`src/rtl/fifo_uart_tx.sv`:
```
// Serialises items drained from a fifo (registered data_out) as start/data/stop frames on tx.
// States: IDLE (wait for data) | WAIT (fifo data_out settling) | START | DATA (LSB first) | STOP.
module fifo_uart_tx #(
    parameter int DATA_BITS    = 8,
    parameter int CLKS_PER_BIT = 434
) (
    input  logic                 CLOCK_50,
    input  logic                 RST,
    input  logic                 enable,
    input  logic [DATA_BITS-1:0] fifo_data,
    input  logic                 fifo_empty,
    output logic                 fifo_read,
    output logic                 tx,
    output logic                 busy,
    output logic                 frame_done
);

    localparam int BW = $clog2(CLKS_PER_BIT);
    localparam int IW = (DATA_BITS > 1) ? $clog2(DATA_BITS) : 1;

    localparam logic [BW-1:0] BAUD_LAST = BW'(CLKS_PER_BIT - 1);
    localparam logic [IW-1:0] BIT_LAST  = IW'(DATA_BITS - 1);

    localparam logic [2:0] S_IDLE  = 3'd0;
    localparam logic [2:0] S_WAIT  = 3'd1;
    localparam logic [2:0] S_START = 3'd2;
    localparam logic [2:0] S_DATA  = 3'd3;
    localparam logic [2:0] S_STOP  = 3'd4;

    logic [2:0]           state_q, state_d;
    logic [BW-1:0]        baud_q, baud_d;
    logic [IW-1:0]        bit_idx_q, bit_idx_d;
    logic [DATA_BITS-1:0] sreg_q, sreg_d;
    logic                 tx_q, tx_d;
    logic                 baud_end;

    assign baud_end   = (baud_q == BAUD_LAST);
    assign fifo_read  = (state_q == S_IDLE) & enable & ~fifo_empty & ~RST;
    assign busy       = (state_q != S_IDLE);
    assign frame_done = (state_q == S_STOP) & baud_end;
    assign tx         = tx_q;

    always_comb begin
        state_d   = state_q;
        baud_d    = baud_q;
        bit_idx_d = bit_idx_q;
        sreg_d    = sreg_q;
        case (state_q)
            S_IDLE: begin
                baud_d    = '0;
                bit_idx_d = '0;
                if (fifo_read) state_d = S_WAIT;
            end
            S_WAIT: begin
                sreg_d  = fifo_data;
                baud_d  = '0;
                state_d = S_START;
            end
            S_START: begin
                if (baud_end) begin
                    baud_d    = '0;
                    bit_idx_d = '0;
                    state_d   = S_DATA;
                end else begin
                    baud_d = baud_q + 1'b1;
                end
            end
            S_DATA: begin
                if (baud_end) begin
                    baud_d = '0;
                    sreg_d = sreg_q >> 1;
                    if (bit_idx_q == BIT_LAST) begin
                        state_d = S_STOP;
                    end else begin
                        bit_idx_d = bit_idx_q + 1'b1;
                    end
                end else begin
                    baud_d = baud_q + 1'b1;
                end
            end
            S_STOP: begin
                if (baud_end) begin
                    baud_d  = '0;
                    state_d = S_IDLE;
                end else begin
                    baud_d = baud_q + 1'b1;
                end
            end
            default: begin
                baud_d    = '0;
                bit_idx_d = '0;
                state_d   = S_IDLE;
            end
        endcase
    end

    // tx is registered from the next state so the line changes exactly on state/bit boundaries.
    always_comb begin
        tx_d = 1'b1;
        case (state_d)
            S_START: tx_d = 1'b0;
            S_DATA:  tx_d = sreg_d[0];
            default: tx_d = 1'b1;
        endcase
    end

    always_ff @(posedge CLOCK_50 or posedge RST) begin
        if (RST) begin
            state_q   <= S_IDLE;
            baud_q    <= '0;
            bit_idx_q <= '0;
            sreg_q    <= '0;
            tx_q      <= 1'b1;
        end else begin
            state_q   <= state_d;
            baud_q    <= baud_d;
            bit_idx_q <= bit_idx_d;
            sreg_q    <= sreg_d;
            tx_q      <= tx_d;
        end
    end

endmodule

```
`config.mk`:
```
export PLATFORM = sky130hd
export DESIGN_NAME = fifo_uart_tx
export DESIGN_NICKNAME = d
export VERILOG_FILES = /design/src/rtl/fifo_uart_tx.sv
export SDC_FILE = /design/constraint.sdc
export NUM_CORES = 1
export LEC_CHECK = 0
export ABC_CLOCK_PERIOD_IN_PS = 5400
export BUFFER_PORTS_ARGS = -buffer_cell sky130_fd_sc_hd__buf_4
export CAP_MARGIN = 5
export CORE_MARGIN = 3
export CORE_UTILIZATION = 60
export CTS_CLUSTER_DIAMETER = 150
export DETAILED_ROUTE_END_ITERATION = 8
export PLACE_DENSITY = 0.82
export SETUP_SLACK_MARGIN = 0.1
export SLEW_MARGIN = 20
export SYNTH_ARGS = -nofsm -noshare
export SYNTH_HDL_FRONTEND = slang
export SYNTH_SLANG_ARGS = --single-unit
```
`constraint.sdc`:
```
create_clock -name CLOCK_50 -period 5.4 [get_ports CLOCK_50]
set_clock_uncertainty 0.1 [all_clocks]
set_input_delay 0.27 -clock CLOCK_50 [delete_from_list [all_inputs] [get_ports CLOCK_50]]
set_output_delay 0.27 -clock CLOCK_50 [all_outputs]
set_load 0.01 [all_outputs]
```
# == Word level (Yosys, flattened, before mapping) ==
# Cells that the tools add are included.
# classes
n_bitwise,7
n_reduce_logical,7
n_addsub,2
n_mux,15
n_eq_ne,11
# ops
cell,n
two-way mux 3 bit,8
two-way mux 9 bit,2
case mux 8 bit (2 select lines),1
case mux 3 bit (5 select lines),1
== test 3 x 2 -> 1 bit (second input constant),4
adder 9 x 1 -> 9 bit (second input constant),1
== test 9 bit (second input constant),1
case mux 3 bit (3 select lines),1
two-way mux 8 bit,1
== test 3 bit (second input constant),2
inequality test 2 bit (second input constant),3
bitwise AND 1 bit,4
AND reduction 4 bit,1
adder 3 x 1 -> 3 bit (second input constant),1
== test 3 x 1 -> 1 bit (second input constant),1
logical NOT 3 bit,1
inverter 1 bit,3
nonzero test 3 bit,1
OR reduction 3 bit,1
case mux 1 bit (2 select lines),1
AND reduction 2 bit,1
nonzero test 2 bit,1
OR reduction 2 bit,1
# word_totals
in_bits,12
word_cells,48
register_bits,24

# == Depth between registers and ports, before layout ==
# Gate-level depths: netlist of run 1.
# depth
depth_word,8
depth_mapped,7

# == Worst setup path before layout of run 1 ==
# Ideal clock, no wire load.
# synth_timing
kind,flip-flop to flip-flop
from,register baud_q[0]
to,"register tx_q, in the netlist tx"
synth_period_minus_slack_ns,1.743
stages_incl_launch_ff,6
arrival_time_ns,1.565
setup_ns,0.077
path_buffers,0
slack_ns,3.657
cell_sequence,dfrtp_1 > ha_1 > and4bb_2 > and3_4 > a221o_1 > a21bo_1
# synth_between
word_cells_on_any_way,10
# synth_lines
item,line_no,text
"start, declared",31,"logic [BW-1:0] baud_q, baud_d;"
"start signal, assigned",116,baud_q <= baud_d;
== test 9 bit,37,assign baud_end = (baud_q == BAUD_LAST);
two-way mux 8 bit,69,if (baud_end) begin
case mux 8 bit (2 select lines),48,case (state_q)
net sreg_d[0],33,"logic [DATA_BITS-1:0] sreg_q, sreg_d;"
case mux 1 bit (2 select lines),100,case (state_d)
net tx_d,34,"logic tx_q, tx_d;"
"end signal, assigned",119,tx_q <= tx_d;
"end, declared",34,
# The timed path passes the listed nets, and every way through them passes these cells. The select of a mux whose other input is x is not followed.
# A chain may end at the register's enable or synchronous reset.

# == Worst setup path in the final report of run 1 ==
# layout_timing
from,register state_q[1]
to,output fifo_read
# layout_between
elab_chain_len,4
# layout_lines
item,line_no,text
"start, declared",30,"logic [2:0] state_q, state_d;"
"start signal, assigned",115,state_q <= state_d;
logical NOT 3 bit,38,assign fifo_read = (state_q == S_IDLE) & enable & ~fifo_empty & ~RST;
bitwise AND 1 bit (3 in a row),38,
"end, declared",12,"output logic fifo_read,"
# Every way passes these cells.

==> results of run 1 <==
state kept, by name (all words and copies together) (netlist names):
name	cells
bit_idx_q	3
tx	1
state_q	3
baud_q	9
sreg_q	8
kinds of logic (layout without fill, tap and decap cells):
kind of cell	after synthesis	after routing
xor+xnor	8	8
fa+ha+maj	4	4
simple gates	59	59
flops	24	24
compound gates	23	23
buf+inv	7	21
metrics by stage:
stage / hold slack [ns] / std cells / power [mW] / area [µm²]
final: 0.0329 / 166 / 0.497 / 1410
after global routing: 0.0507 / 166 / 0.538 / 1410
after CTS: 0.0569 / 166 / 0.500 / 1410
after detailed placement: 0.368 / 162 / 0.421 / 1390
after global placement: 0.359 / 162 / 0.413 / 1390
after floorplan: 0.184 / 125 / 0.384 / 1280
cell usage after synthesis, types with 2 or more instances:
cell type	n
dfrtp_1	23
nand2_1	18
nor2_1	11
a22oi_1	6
o21ai_0	6
xor2_1	6
ha_1	4
nand3_1	4
nor2b_1	3
a21boi_0	2
and2_1	2
and4_1	2
buf_2	2
buf_6	2
inv_1	2
nand3b_1	2
nand4_1	2
nor3_1	2
o211ai_1	2
or3_1	2
xnor2_1	2
path summary, 6_finish.rpt:
path                            slack, ns  cells after the start    startpoint         to
max in group asynchronous            4.63                      2           RST  sreg_q[5]
worst min-delay path                 0.03                      2           RST  baud_q[5]
min in group CLOCK_50                0.06                      3  fifo_data[7]  sreg_q[7]
worst min register to register       0.39                      2     sreg_q[3]  sreg_q[3]
worst max register to register       3.50                      5     baud_q[0]         tx
worst max-delay path                 3.26                      3    state_q[1]  fifo_read
final cells by class:
class	instances	area (µm²)	area share (%)
Timing Repair Buffer	15	113	7.96
Sequential cell	24	602	42.6
Inverter	2	7.51	0.531
Clock buffer	4	26.3	1.86
Tap cell	27	33.8	2.39
Multi-Input combinational cell	94	632	44.7
power breakdown:
group          switching (mW)  total (mW)  internal (mW)
clock network          0.0500      0.0788         0.0288
registers              0.0572       0.296          0.239
logic                  0.0570       0.122         0.0651
metal layers:
metal | part of all wire [%] | wire length, µm
met1 | 48 | 1130
met2 | 47 | 1090
met3 | 3.2 | 74
met4 | 1.6 | 37
met5 | 0 | 0
==> results_dict.tcl, run 1 <==
set metrics [dict create \
    fillers 146 \
    grt_pass1_wl_mm 4.26 \
    fp.coreArea_um2 1980 \
    hold_violations 0 \
    drive_gt1_share_pct 18.0 \
    vias_per_cell 5.89 \
    area_growth_syn_to_layout_pct 10.4 \
    synth_mux_area_share_pct 0 \
    mostFrequentLayoutCell "dfrtp_1" \
    fin_tns_setup_ns 0 \
    path_class "reg -> out" \
    clock_latency_ns 0.31 \
    num_rows 16 \
    cp-start-kind "flop" \
    cts_resized 0 \
    post_synth_num_cell_types 41 \
    hp-class "in -> async" \
    final_core_util_pct 71.3 \
    p_per_area_nw_per_um2 351 \
    dp_hpwl_mm 1.72 \
    pin_count 16 \
    cts.sinks 24 \
    relSlewSlack_pct 42.7 \
    clkTransAtPathRegs_ns 0.13 \
    synth_compound_area_share_pct 13.1 \
    synth_top_family_by_area "simple AND/OR/NAND/NOR gates" \
    root_buffer "clkbuf_4" \
    maxCapViolCount 0 \
    die_area_um2 2730 \
    critPathBufInv 1 \
    synth-main-ff-cell "dfrtp_1" \
    async_flop_share_pct 100 \
    grt_pass1_vias 927 \
    grtUsageMet1_pct 29.0 \
    top_usage_layer "met2" \
    dr.pass1.iters 5 \
    layout_worst_path_cycle_share_pct 39.7 \
    cp_cell_sequence "or3_1 > nor4b_2 > buf_4" \
    ys_ff_latch 24 \
    synth_fa_ha_area_share_pct 3.91 \
    cp_top_family "simple AND/OR/NAND/NOR gates" \
    worst_pin_slew_ns 0.858 \
    ant_nets 0 \
    cp.required_ns 5.03 \
    use_met2_pct 32.8 \
    crit_fanout 11 \
    ys_seq_area_share_pct 47.0 \
    vias 978 \
    ys_warn_count 0 \
    grt-ovfl-total 0 \
    finalSetupViolations 0 \
    fmax_ghz 0.467 \
    initial_core_util_pct 64.6 \
    cts_tree "built" \
    synthTopCellsByArea "dfrtp_1, nand2_1, xor2_1" \
    grt_use_met3_pct 3.42 \
    synth_top_cell_by_area "dfrtp_1" \
    wirelength_mm 2.34 \
    yosys.area_share.simple_pct 26.9 \
    synth_edf_count 0 \
    drt_iter0_markers 28 \
    die_y_um 52.2 \
    ir_drop_v 0.000273 \
    synth_nets 141 \
    clk_path_buf_depth 2 \
    numCtsBuffers 3 \
    endpoint_kind "primary output" \
    drv_slew 0 \
    die_x_um 52.2 \
    slowest_stage "dfrtp_1" \
    final_cell_mix "dfrtp_1, nand2_1, buf_4, nor2_1" \
    grt_antenna_before_repair 0 \
    netlist_instances 125 \
    drc 0 \
    cp.arrival_ns 1.77 \
    wire_per_inst_um 14.1 \
    place_congestion 0.871 \
    rsz0062_at_grt "false" \
    holdBufCountCts 0 \
    netlist.area_leader.share_pct 44.9 \
    fin_ws_ns 3.26 \
    grt_start_max_net_pins 25 \
    status "completed" \
    antenna_cells 0 \
    synthXorXnorAreaFrac_pct 5.47 \
    grt.total_usage_pct 20.9 \
    slowest_delay_ns 0.53 \
    dp_slack_ns 3.53 \
    period_minus_slack_ns 2.14 \
    io_buffers 15 \
    cts_setup_buffers 0 \
    ctsHtreeMaxLevel 1 \
    avgSynthCellArea_um2 10.2 \
    netlist_area_um2 1280 \
    nets 156 \
    leakagePower_nw 0.660 \
]
(Power assumes the default switching activity.)
==> run 2: changes to the inputs <==
- ABC_AREA: unset -> 1
- ABC_CLOCK_PERIOD_IN_PS: 5400 -> 2200
- CORE_UTILIZATION: 60 -> 56
- PLACE_DENSITY: 0.82 -> 0.77
- clock period: 5.4 -> 2.2 ns (I/O delays scaled with it)
==> results_dict.tcl, run 2 <==
set metrics [dict create \
    synth-main-ff-cell "dfrtp_1" \
    grt_antenna_before_repair 0 \
    post_synth_num_cell_types 27 \
    grt_pass1_wl_mm 4.54 \
    placed_area_um2 1460 \
    synth_nets 171 \
    cp.required_ns 1.99 \
    grt_start_max_net_pins 25 \
    synth_top_cell_by_area "dfrtp_1" \
    p_switching_mw 0.152 \
    pin_count 16 \
    mostFrequentLayoutCell "nand2_1" \
    worstHoldPathCells 4 \
    ys_ff_latch 24 \
    drive_gt1_share_pct 25.3 \
    top_register "baud_q" \
    wire_per_inst_um 12.3 \
    top_regs "baud_q x9, sreg_q x8" \
    async_flop_share_pct 100 \
    seq_power_share_pct 62.0 \
    numCtsBuffers 3 \
    p_int_mw 0.578 \
    synth.most_common_cell "nand2_1" \
    clkTransAtPathRegs_ns 0.13 \
    vias 1068 \
    maxCapViolCount 0 \
    dp_hpwl_mm 1.89 \
    ctsHtreeMaxLevel 1 \
    clock_latency_ns 0.32 \
    fin_area_um2 1590 \
    initial_core_util_pct 63.0 \
    path_class "reg -> out" \
    leakagePower_nw 0.808 \
    die_y_um 54.6 \
    vias_per_cell 5.11 \
    endpoint_kind "primary output" \
    cts_tree "built" \
    finalNonFillerCells 209 \
    drt_iter0_markers 17 \
    largest_reg_flops 9 \
    relSlewSlack_pct 61.4 \
    hold_violations 0 \
    wirelength_mm 2.57 \
    avgSynthCellArea_um2 8.55 \
    die_x_um 54.6 \
    worst_r2r_path_depth 6 \
    fmax_ghz 0.552 \
    combPwrFrac_pct 6.3 \
    antenna_cells 0 \
    die_area_um2 2990 \
    root_buffer "clkbuf_4" \
    netlist_area_um2 1330 \
    report.power.total_mw 0.730 \
    cts_resized 0 \
    ys_seq_area_share_pct 45.4 \
    dr.pass1.iters 4 \
    grt-ovfl-total 0 \
    num_rows 16 \
    place_congestion 0.883 \
    grt.total_usage_pct 21.4 \
    hp-class "in -> reg" \
    final_cell_mix "nand2_1, dfrtp_1, nand3_1, buf_4, nor2_1" \
    netlist.area_leader.share_pct 43.4 \
    ys_warn_count 0 \
    synthTopCellsByArea "dfrtp_1, nand2_1, nand3_1" \
    status "completed" \
    clk_path_buf_depth 2 \
    layout_worst_path_cycle_share_pct 82.3 \
    fillers 164 \
    sw_frac_of_total_pct 20.8 \
    pwr-share-clk_pct 31.8 \
    fin_tns_setup_ns 0 \
    cp-start-kind "flop" \
    io_buffers 15 \
    cts.sinks 24 \
    dp_cells 196 \
    rsz0062_at_grt "false" \
    synth_edf_count 0 \
    ant_nets 0 \
    drc 0 \
    p_per_area_nw_per_um2 459 \
    fp.coreArea_um2 2100 \
    nets 199 \
    cp.arrival_ns 1.60 \
    finalSetupViolations 0 \
    netlist_instances 155 \
    crit_fanout 5 \
    grt_pass1_vias 1038 \
    synth_common_cells "nand2_1, dfrtp_1, nand3_1" \
    ir_drop_v 0.000365 \
    cts_setup_buffers 0 \
    worst_pin_slew_ns 0.578 \
    period_minus_slack_ns 1.81 \
    drv_slew 0 \
    area_growth_syn_to_layout_pct 20.0 \
]
## run 2: power by group through the flow
stage / logic [mW] / clock network, mW / registers (mW)
after floorplan: 0.0138 / 0 / 0.460
after global placement: 0.0328 / 0 / 0.460
after detailed placement: 0.0340 / 0 / 0.461
after CTS: 0.0468 / 0.237 / 0.452
after global routing: 0.0513 / 0.258 / 0.453
final: 0.0459 / 0.232 / 0.452
## run 2: path summary, 6_finish.rpt
| path | start | endpoint | slack, ns |
|---|---|---|---|
| worst min-delay path | fifo_empty | state_q[0] | 0.0009 |
| max in group asynchronous | RST | tx | 1.42 |
| worst max register to register | state_q[2] | tx | 0.53 |
| worst max-delay path | baud_q[1] | frame_done | 0.39 |
| worst min register to register | sreg_q[5] | sreg_q[5] | 0.40 |
| min in group asynchronous | RST | baud_q[7] | 0.29 |
## run 2: cell families (layout without fill, tap and decap cells)
logic type      Yosys count  in the layout  share of synthesized area, %
compound gates            9              9                          4.53
xor+xnor                  2              2                          1.32
fa+ha+maj                 4              4                          3.78
buf+inv                  18             45                          5.66
flops                    24             24                          45.4
simple gates             98             98                          39.3
## run 2: per-stage QoR
step / worst slack (ns) / utilization [%] / hold slack, ns
global route: 0.267 / 75.7 / 0.0108
finish: 0.390 / 75.7 / 0.000879
global placement: 0.564 / 69.6 / 0.0886
detailed placement: 0.564 / 69.6 / 0.0957
floorplan: 0.773 / - / 0.0239
CTS: 0.392 / 75.7 / 0.00596
## run 2: final cells by class
class | count | area [µm²] | share of cell area [%]
clock buffer | 4 | 36.3 | 2.28
inverter | 16 | 60.1 | 3.78
multi-input combinational | 113 | 648 | 40.8
sequential | 24 | 602 | 37.8
tap | 27 | 33.8 | 2.12
timing repair buffer | 25 | 210 | 13.2
## run 2: repair_timing
| action | in CTS | in global routing |
|---|---|---|
| setup endpoints to repair | 0 | 0 |
| endpoints found under the hold margin | 31 | 0 |
| hold buffers | 9 | 0 |
## run 2: metal layers
layer,share of wire (%),GRT usage [%]
met4,0.58,4.98
met2,48,34.4
met1,46,28.1
met5,0,0
met3,5.6,6.54
## run 2: critical path, stage by stage, from the launching register on
cell     delay (ns)
dfrtp_1        0.42
inv_1          0.06
ha_1           0.17
nand2_1        0.09
nor2_2         0.18
nand2_4        0.10
nor2_1         0.13
buf_4          0.14
==> run 3: changes to the inputs <==
- ABC_AREA: 1 -> 0
- ABC_CLOCK_PERIOD_IN_PS: 2200 -> 1730
- clock period: 2.2 -> 1.73 ns (I/O delays scaled with it)
==> results_dict.tcl, run 3 (same netlist as run 1, synthesis figures left out) <==
set metrics [dict create \
    status "finished with violations" \
    violations "negative setup slack" \
    use_met2_pct 54.2 \
    drv_slew 0 \
    die_area_um2 2900 \
    cts.sinks 24 \
    holdWs_ns 0.0244 \
    drive_gt1_share_pct 40.1 \
    clock_latency_ns 0.34 \
    grt_antenna_before_repair 0 \
    maxCapViolCount 0 \
    drc 0 \
    timing.rr.start "baud_q[1]" \
    grt_pass1_wl_mm 6.04 \
    num_rows 16 \
    layout_worst_path_cycle_share_pct 107 \
    rsz0062_at_grt "true" \
    cp-start-kind "flop" \
    drt_iter0_markers 24 \
    hold_violations 0 \
    mostFrequentLayoutCell "buf_4" \
    wire_per_inst_um 20.1 \
    grt_start_max_net_pins 25 \
    fmax_ghz 0.541 \
    vias_per_cell 6.16 \
    wirelength_mm 4.00 \
    dp_slack_ns -0.0179 \
    cts_tree "built" \
    largest_reg_flops 9 \
    p_per_area_nw_per_um2 1100 \
    r2r_slack_ns -0.12 \
    final_cell_mix "buf_4, dfrtp_1, nand2_1, nor2_1, dlygate4sd3_1" \
    placed_area_um2 1510 \
    place_congestion 0.906 \
    worst_pin_slew_ns 0.361 \
    numCtsBuffers 3 \
    r2r-end "tx" \
    finalSetupViolations 7 \
    cp.arrival_ns 2.04 \
    pin_count 16 \
    ant_nets 0 \
    root_buffer "clkbuf_4" \
    io_buffers 15 \
    die_y_um 53.8 \
    fillers 105 \
    top_register "baud_q" \
    crit_fanout 4 \
    dr.pass1.iters 4 \
    grt-ovfl-total 0 \
    area_growth_syn_to_layout_pct 43.0 \
    vias 1225 \
    leakagePower_nw 0.848 \
    critPathLaunch "baud_q[1]" \
    top_usage_layer "met2" \
    fin_tns_setup_ns -0.379 \
    path_class "reg -> reg" \
    cp.required_ns 1.92 \
    grtUsageMet1_pct 32.1 \
    nets 189 \
    relSlewSlack_pct 75.7 \
    ir_drop_v 0.000830 \
    fp.coreArea_um2 2060 \
    grt.total_usage_pct 29.9 \
    cp-endpoint "tx" \
    endpoint_kind "flop" \
    fin_area_um2 1830 \
    hp-class "in -> reg" \
    final_core_util_pct 88.8 \
    die_x_um 53.8 \
    antenna_cells 0 \
    grt_pass1_vias 1247 \
    dp_hpwl_mm 2.24 \
    period_minus_slack_ns 1.85 \
    initial_core_util_pct 62.1 \
    fin_ws_ns -0.119 \
    clk_path_buf_depth 2 \
    ctsHtreeMaxLevel 1 \
    grt_use_met3_pct 4.71 \
    top_regs "baud_q x9, sreg_q x8" \
    worstHoldPathCells 3 \
    worst_r2r_path_depth 7 \
    clkTransAtPathRegs_ns 0.15 \
]
==> run 3: cell types whose count changed in the layout (fill, tap and decap cells not counted), moves of 4 or more <==
| cell | delta |
|---|---|
| nand2_1 | -22 |
| buf_4 | +18 |
| nand3_1 | -15 |
| inv_1 | -10 |
| a22oi_2 | +6 |
| buf_6 | +6 |
| nor2_2 | -5 |
| xor2_1 | +5 |
| ha_1 | -4 |
| inv_2 | -4 |
| nor2_4 | -4 |
==> run 3: metrics by stage <==
| stage | power [mW] | instances |
|---|---|---|
| floorplan | 1.21 | 125 |
| global placement | 1.37 | 175 |
| detailed placement | 1.43 | 175 |
| CTS | 1.91 | 198 |
| global route | 2.12 | 199 |
| finish | 2.02 | 199 |
==> run 3: area by class of cell <==
cell class | count | area [µm²] | area share (%)
clock buffer | 3 | 22.5 | 1.23
clock inverter | 1 | 30.0 | 1.64
inverter | 2 | 7.51 | 0.410
multi-input combinational | 94 | 732 | 40.0
sequential | 24 | 603 | 32.9
tap | 27 | 33.8 | 1.84
timing repair buffer | 48 | 403 | 22.0
==> run 3: worst max-delay path: stages, from the launching register on <==
cell and delay [ns]:
dfrtp_1 0.38, inv_1 0.05, ha_2 0.19, and4bb_4 0.24, buf_6 0.13, and3_4 0.16, a221o_1 0.36, a21bo_1 0.19
==> run 3: power by group <==
| group | internal (mW) | switching, mW | leakage [nW] |
|---|---|---|---|
| Sequential | 0.746 | 0.177 | 0.296 |
| Combinational | 0.345 | 0.326 | 0.524 |
| Clock | 0.235 | 0.195 | 0.0279 |
==> run 3: worst min-delay path by stage <==
| stage | from | to | slack, ns |
|---|---|---|---|
| after CTS | fifo_data[0] | sreg_q[0] | 0.01 |
| after global routing | fifo_empty | state_q[0] | 0.03 |
| after global placement | RST | baud_q[8] | 0.07 |
| after floorplan | RST | baud_q[0] | 0.0004 |
| final | fifo_empty | state_q[0] | 0.02 |
| after detailed placement | RST | baud_q[8] | 0.08 |
==> run 3: what timing repair did <==
action,4_1_cts,5_1_grt
hold endpoints to repair,31,0
endpoints found under the setup margin,24,25
gates cloned,2,0
hold buffers,8,0
resized for setup,23,11
pin swaps,14,17
setup buffers,9,2
==> run 3: routing by layer <==
layer  wire (µm)  share of wire (%)
met1        1590                 40
met5           0                  0
met2        2030                 51
met4         216                5.4
met3         165                4.1
